<file path="config.mk">
export PLATFORM = sky130hd
export DESIGN_NAME = alu_cmd_ctrl_flat
export DESIGN_NICKNAME = d
export VERILOG_FILES = /design/src/rtl/alu_sys_pkg.sv /design/src/rtl/alu_cmd_ctrl_if.sv /design/src/rtl/alu_cmd_ctrl.sv /design/src/flat_wrapper.sv
export SDC_FILE = /design/constraint.sdc
export NUM_CORES = 1
export LEC_CHECK = 0
export BUFFER_PORTS_ARGS = -buffer_cell sky130_fd_sc_hd__buf_2
export CORE_AREA = 4 4 86 88
export DETAILED_ROUTE_END_ITERATION = 8
export DIE_AREA = 0 0 90 92
export GPL_TIMING_DRIVEN = 0
export HOLD_SLACK_MARGIN = 0.06
export PLACE_DENSITY_LB_ADDON = 0.3
export SLEW_MARGIN = 25
export SYNTH_ARGS = -nofsm -noshare
export SYNTH_HDL_FRONTEND = slang
export SYNTH_SLANG_ARGS = --single-unit
</file>
<file path="constraint.sdc">
create_clock -name CLK -period 2.1 [get_ports CLK]
set_input_delay 0.42 -clock CLK [delete_from_list [all_inputs] [get_ports CLK]]
set_output_delay 0.42 -clock CLK [all_outputs]
set_load 0.1 [all_outputs]
</file>
<file path="src/rtl/alu_sys_pkg.sv">
// Shared constants and state encoding for the ALU command controller.
package alu_sys_pkg;

  localparam logic [7:0] CmdOper = 8'hCC;
  localparam logic [7:0] CmdNoop = 8'hDD;

  localparam int unsigned AluTimeout = 4;
  localparam int unsigned TimeoutW   = $clog2(AluTimeout);

  typedef enum logic [2:0] {
    StIdle,
    StWaitA,
    StWaitB,
    StWaitFun,
    StAluExec,
    StWaitRes,
    StSendLo,
    StSendHi
  } state_e;

endpackage

</file>
<file path="src/rtl/alu_cmd_ctrl_if.sv">
// RX command bytes, ALU operand/result handshake and TX FIFO write port.
interface alu_cmd_ctrl_if #(
  parameter int unsigned DATA_WIDTH = 8,
  parameter int unsigned FUN_WIDTH  = 4
);
  logic [DATA_WIDTH-1:0]   RX_D;
  logic                    RX_D_VLD;
  logic [DATA_WIDTH-1:0]   ALU_A;
  logic [DATA_WIDTH-1:0]   ALU_B;
  logic [FUN_WIDTH-1:0]    ALU_FUN;
  logic                    ALU_EN;
  logic [2*DATA_WIDTH-1:0] ALU_OUT;
  logic                    ALU_OUT_VLD;
  logic [DATA_WIDTH-1:0]   TX_D;
  logic                    TX_D_VLD;
  logic                    FIFO_FULL;
  logic                    BUSY;
  logic                    ERR;

  modport master (
    input  RX_D, RX_D_VLD, ALU_OUT, ALU_OUT_VLD, FIFO_FULL,
    output ALU_A, ALU_B, ALU_FUN, ALU_EN, TX_D, TX_D_VLD, BUSY, ERR
  );

  modport slave (
    output RX_D, RX_D_VLD, ALU_OUT, ALU_OUT_VLD, FIFO_FULL,
    input  ALU_A, ALU_B, ALU_FUN, ALU_EN, TX_D, TX_D_VLD, BUSY, ERR
  );
endinterface

</file>
<file path="src/rtl/alu_cmd_ctrl.sv">
// Decodes RX command frames into ALU operations and serialises the 2-byte
// result into the TX FIFO, with a fixed timeout on the ALU response.
module alu_cmd_ctrl
  import alu_sys_pkg::*;
#(
  parameter int unsigned           DATA_WIDTH = 8,
  parameter int unsigned           FUN_WIDTH  = 4,
  parameter logic [DATA_WIDTH-1:0] CMD_OPER   = DATA_WIDTH'(CmdOper),
  parameter logic [DATA_WIDTH-1:0] CMD_NOOP   = DATA_WIDTH'(CmdNoop)
) (
  input logic           CLK,
  input logic           RST,
  alu_cmd_ctrl_if.master bus
);

  state_e                  state_q, state_d;
  logic [DATA_WIDTH-1:0]   alu_a_q, alu_a_d;
  logic [DATA_WIDTH-1:0]   alu_b_q, alu_b_d;
  logic [FUN_WIDTH-1:0]    alu_fun_q, alu_fun_d;
  logic [2*DATA_WIDTH-1:0] result_q, result_d;
  logic [TimeoutW-1:0]     cnt_q, cnt_d;
  logic                    alu_en, tx_vld, err;

  always_ff @(posedge CLK or negedge RST) begin
    if (!RST) begin
      state_q   <= StIdle;
      alu_a_q   <= '0;
      alu_b_q   <= '0;
      alu_fun_q <= '0;
      result_q  <= '0;
      cnt_q     <= '0;
    end else begin
      state_q   <= state_d;
      alu_a_q   <= alu_a_d;
      alu_b_q   <= alu_b_d;
      alu_fun_q <= alu_fun_d;
      result_q  <= result_d;
      cnt_q     <= cnt_d;
    end
  end

  always_comb begin
    state_d   = state_q;
    alu_a_d   = alu_a_q;
    alu_b_d   = alu_b_q;
    alu_fun_d = alu_fun_q;
    result_d  = result_q;
    cnt_d     = cnt_q;
    alu_en    = 1'b0;
    tx_vld    = 1'b0;
    err       = 1'b0;

    // RX strobes are only consumed in the four non-busy states.
    unique case (state_q)
      StIdle: begin
        if (bus.RX_D_VLD) begin
          if (bus.RX_D == CMD_OPER)      state_d = StWaitA;
          else if (bus.RX_D == CMD_NOOP) state_d = StWaitFun;
        end
      end
      StWaitA: begin
        if (bus.RX_D_VLD) begin
          alu_a_d = bus.RX_D;
          state_d = StWaitB;
        end
      end
      StWaitB: begin
        if (bus.RX_D_VLD) begin
          alu_b_d = bus.RX_D;
          state_d = StWaitFun;
        end
      end
      StWaitFun: begin
        if (bus.RX_D_VLD) begin
          alu_fun_d = bus.RX_D[FUN_WIDTH-1:0];
          state_d   = StAluExec;
        end
      end
      StAluExec: begin
        alu_en  = 1'b1;
        cnt_d   = '0;
        state_d = StWaitRes;
      end
      StWaitRes: begin
        // A result arriving in the last allowed cycle still wins over the timeout.
        if (bus.ALU_OUT_VLD) begin
          result_d = bus.ALU_OUT;
          state_d  = StSendLo;
        end else if (cnt_q == TimeoutW'(AluTimeout - 1)) begin
          err     = 1'b1;
          state_d = StIdle;
        end else begin
          cnt_d = cnt_q + 1'b1;
        end
      end
      StSendLo: begin
        if (!bus.FIFO_FULL) begin
          tx_vld  = 1'b1;
          state_d = StSendHi;
        end
      end
      StSendHi: begin
        if (!bus.FIFO_FULL) begin
          tx_vld  = 1'b1;
          state_d = StIdle;
        end
      end
    endcase
  end

  assign bus.ALU_A    = alu_a_q;
  assign bus.ALU_B    = alu_b_q;
  assign bus.ALU_FUN  = alu_fun_q;
  assign bus.ALU_EN   = alu_en;
  assign bus.TX_D_VLD = tx_vld;
  assign bus.ERR      = err;
  assign bus.BUSY     = state_q inside {StAluExec, StWaitRes, StSendLo, StSendHi};
  assign bus.TX_D     = (state_q == StSendHi) ? result_q[2*DATA_WIDTH-1:DATA_WIDTH] :
                        (state_q == StSendLo) ? result_q[DATA_WIDTH-1:0] : '0;

endmodule

</file>
<file path="src/flat_wrapper.sv">
// flat-port wrapper written by rule: the top's interface ports become plain ports
module alu_cmd_ctrl_flat import alu_sys_pkg::*;
#(
  parameter int unsigned           DATA_WIDTH = 8,
  parameter int unsigned           FUN_WIDTH  = 4,
  parameter logic [DATA_WIDTH-1:0] CMD_OPER   = DATA_WIDTH'(CmdOper),
  parameter logic [DATA_WIDTH-1:0] CMD_NOOP   = DATA_WIDTH'(CmdNoop)
)
  (CLK, RST, bus_RX_D, bus_RX_D_VLD, bus_ALU_OUT, bus_ALU_OUT_VLD, bus_FIFO_FULL, bus_ALU_A, bus_ALU_B, bus_ALU_FUN, bus_ALU_EN, bus_TX_D, bus_TX_D_VLD, bus_BUSY, bus_ERR);
  alu_cmd_ctrl_if #(.DATA_WIDTH(DATA_WIDTH), .FUN_WIDTH(FUN_WIDTH)) bus_i ();
  input logic CLK;
  input logic RST;
  input wire logic [$bits(bus_i.RX_D)-1:0] bus_RX_D;
  input wire logic [$bits(bus_i.RX_D_VLD)-1:0] bus_RX_D_VLD;
  input wire logic [$bits(bus_i.ALU_OUT)-1:0] bus_ALU_OUT;
  input wire logic [$bits(bus_i.ALU_OUT_VLD)-1:0] bus_ALU_OUT_VLD;
  input wire logic [$bits(bus_i.FIFO_FULL)-1:0] bus_FIFO_FULL;
  output wire logic [$bits(bus_i.ALU_A)-1:0] bus_ALU_A;
  output wire logic [$bits(bus_i.ALU_B)-1:0] bus_ALU_B;
  output wire logic [$bits(bus_i.ALU_FUN)-1:0] bus_ALU_FUN;
  output wire logic [$bits(bus_i.ALU_EN)-1:0] bus_ALU_EN;
  output wire logic [$bits(bus_i.TX_D)-1:0] bus_TX_D;
  output wire logic [$bits(bus_i.TX_D_VLD)-1:0] bus_TX_D_VLD;
  output wire logic [$bits(bus_i.BUSY)-1:0] bus_BUSY;
  output wire logic [$bits(bus_i.ERR)-1:0] bus_ERR;
  assign bus_i.RX_D = bus_RX_D;
  assign bus_i.RX_D_VLD = bus_RX_D_VLD;
  assign bus_i.ALU_OUT = bus_ALU_OUT;
  assign bus_i.ALU_OUT_VLD = bus_ALU_OUT_VLD;
  assign bus_i.FIFO_FULL = bus_FIFO_FULL;
  assign bus_ALU_A = bus_i.ALU_A;
  assign bus_ALU_B = bus_i.ALU_B;
  assign bus_ALU_FUN = bus_i.ALU_FUN;
  assign bus_ALU_EN = bus_i.ALU_EN;
  assign bus_TX_D = bus_i.TX_D;
  assign bus_TX_D_VLD = bus_i.TX_D_VLD;
  assign bus_BUSY = bus_i.BUSY;
  assign bus_ERR = bus_i.ERR;
  alu_cmd_ctrl #(.DATA_WIDTH(DATA_WIDTH), .FUN_WIDTH(FUN_WIDTH), .CMD_OPER(CMD_OPER), .CMD_NOOP(CMD_NOOP)) u_core (.CLK(CLK), .RST(RST), .bus(bus_i));
endmodule
</file>
==> flow_metrics.py <==
metrics = {
    "global_routing": {
        "grt_pass1_vias": 1420,
        "grt_start_max_net_pins": 42,
        "grt_overflow": 0,
        "antenna_found_initial": 0,
        "grt_pass1_wl_um": 7072,
        "track_usage_pct": 10.40,
    },
    "final_layout": {
        "drive_above_1_share_pct": 58.49,
        "fin_nets": 241,
        "n_fill_cell": 667,
        "final_common_cell": "buf_2",
        "final_area_um2": 2484,
        "final_util_pct": 37.38,
        "final_cells": 292,
        "synthToLayoutAreaGrowth_pct": 29.32,
        "mostFrequentLayoutCells": "buf_2, dfrtp_1, mux2_2",
        "antenna_cells": 0,
    },
    "synth": {
        "synth_top_area_share_pct": 53.42,
        "synth_seq_area_share_pct": 53.42,
        "syn-instance-count": 145,
        "synthArstFlopShare_pct": 100.0,
        "synth_top_family_by_area": "multiplexers",
        "synth_adder_area_share_pct": 0.6515,
        "synth_nets": 175,
        "synth.distinct_cells": 35,
        "synth_xor_area_share_pct": 0.4560,
        "synth_area_leader_cell": "dfrtp_1",
        "ys_ff_latch": 41,
        "ys_top_cells_by_area": "dfrtp_1, mux2_2, mux2i_1",
        "muxShareOfSynthArea_pct": 25.28,
        "ys.flop_type": "dfrtp_1",
        "synth-compound-area-share_pct": 6.775,
        "synth_edf_count": 0,
        "syn_avg_cell_area_um2": 13.25,
        "synth_simple_gate_area_share_pct": 10.03,
        "yosysWarnings": 0,
        "syn_area_um2": 1921,
    },
    "worst_setup_path": {
        "cp_cell_sequence": "buf_4 -> nand2_2 -> nor2_1 -> buf_4",
        "cp_common_cell": "buf_4",
        "r2r_end": "u_core.state_q[0]",
        "cpPeakStageDelay_ns": 0.40,
        "arrival_ns": 1.57,
        "start_kind": "flop",
        "path_max_fanout": 10,
        "rr_worst_depth": 5,
        "cp_slowest_cell": "dfrtp_1",
        "cp_data_required_time_ns": 1.68,
        "crit_path_end_kind": "output port",
        "r2r_setup_slack_ns": 0.39,
        "crit_type": "reg -> out",
        "r2r-start": "u_core.cnt_q[0]",
    },
    "die": {
        "io_pins": 61,
        "start_util_pct": 28.91,
        "num_rows": 30,
        "die_area_um2": 8280,
        "fp.dieH_um": 92,
        "fp.coreArea_um2": 6644,
        "fp.dieW_um": 90,
    },
    "sta": {
        "grt_setup_unrepaired": "no",
        "slew_headroom_pct": 64.95,
        "fin_ws_ns": 0.1062,
        "final_hold_viol_count": 0,
        "setup_viol": 0,
        "fin_crit_ns": 1.994,
        "finClkSkew_ns": 0.004913,
        "maxSlewViolCount": 0,
        "worst_slew_pin_slew_ns": 0.5257,
        "period_share_pct": 94.94,
        "fmax_ghz": 0.5016,
    },
    "clocking": {
        "clock-root-buffer": "clkbuf_8",
        "clkSinkCount": 41,
        "cts_hold_buf": 0,
        "clk_latency_ns": 0.28,
        "cts_max_level": 2,
        "post_cts_resized": 16,
        "post_cts_buffers": 0,
        "clk_path_buf_depth": 2,
        "clkTransAtPathRegs_ns": 0.08,
        "cts_buffers": 5,
        "cts_tree": "done",
    },
    "placed_design": {
        "dpl.hpwl_um": 3069,
        "routabilityCongestion": 0.6902,
        "dpl-instance-area_um2": 2336,
        "dp.cells": 285,
        "pre_cts_slack_ns": 0.06461,
        "numPortBuffers": 60,
    },
    "detailed_routing": {
        "wl_per_cell_um": 14.35,
        "wl_um": 4190,
        "vias": 1334,
        "dr.first_iter.drc_count": 55,
        "first_pass_iters": 4,
        "vias_per_cell": 4.568,
        "ant_nets": 0,
        "drc": 0,
    },
    "worst_hold_path": {
        "hold_class": "in -> async",
    },
    "flow_run": {
        "drv_cap": 0,
    },
    "status": {
        "outcome": "finished clean",
    },
}
==> how the worst max path moves through the flow <==
stage                      startpoint           to  slack (ns)  cells after the start
finish              u_core.state_q[1]  bus_TX_D[7]        0.11                      4
global route          u_core.cnt_q[0]      bus_ERR        0.01                      4
CTS                 u_core.state_q[0]  bus_TX_D[5]         0.1                      5
detailed placement  u_core.state_q[0]  bus_TX_D[4]        0.06                      6
global placement    u_core.state_q[0]  bus_TX_D[4]        0.08                      6
floorplan           u_core.state_q[1]  bus_TX_D[0]       -0.35                      3
==> layout make-up <==
cell class / instances / area, um^2 / area share (%)
Buffer: 6 / 52.55 / 2.116
Clock buffer: 7 / 96.34 / 3.879
Clock inverter: 1 / 5.005 / 0.2015
Inverter: 4 / 15.01 / 0.6045
Multi-Input combinational cell: 93 / 847.1 / 34.11
Sequential cell: 41 / 1026 / 41.31
Tap cell: 80 / 100.1 / 4.030
Timing Repair Buffer: 60 / 341.6 / 13.75
==> routing by layer <==
layer	share of wire, %	up-vias	wire length, um	track usage [%]
met2	45	49	1882	16.61
met5	0	-	0	0
met4	0.24	0	10	1.531
li1	-	646	-	-
met1	47	636	1951	13.64
met3	8.2	3	344	4.102
==> state kept, by name (all words and copies together), names as in the netlist <==
| register | count |
|---|---|
| u_core.cnt_q | 2 |
| u_core.bus.ALU_B | 8 |
| u_core.state_q | 3 |
| u_core.bus.ALU_FUN | 4 |
| u_core.bus.ALU_A | 8 |
| u_core.result_q | 16 |
==> cells by family after synthesis <==
family	count (synthesis)
adders and majority gates	1
buffers and inverters	11
DFF	41
xor gates and xnor gates	1
AOI/OAI and AO/OA	16
muxes	44
and+or+nand+nor	31
==> worst max-delay path: cells and delay by family (launching register included) <==
family	cells	cell delay, ns
buf+inv	2	0.50
flops	1	0.40
simple gates	2	0.37
==> synthesized netlist by cell type (all sizes together) (2+ instances only) <==
cell	instances
nor3	4
inv	4
mux2	36
nand3	2
nor2b	2
nor2	11
dfrtp	41
nand2b	2
buf	6
o21ai	7
a22o	3
mux2i	8
nand2	5
==> metrics by stage <==
stage / TNS (ns) / hold WS (ns)
2_1_floorplan: -1.838 / 0.1244
3_3_place_gp: 0 / 0.4817
3_5_place_dp: 0 / 0.4885
4_1_cts: 0 / 0.3166
5_1_grt: 0 / 0.1547
6_report: 0 / 0.1027
Power is left out: the tool's default activity adds up to more than one toggle a clock period on the data nets, which glitch-free logic cannot reach.
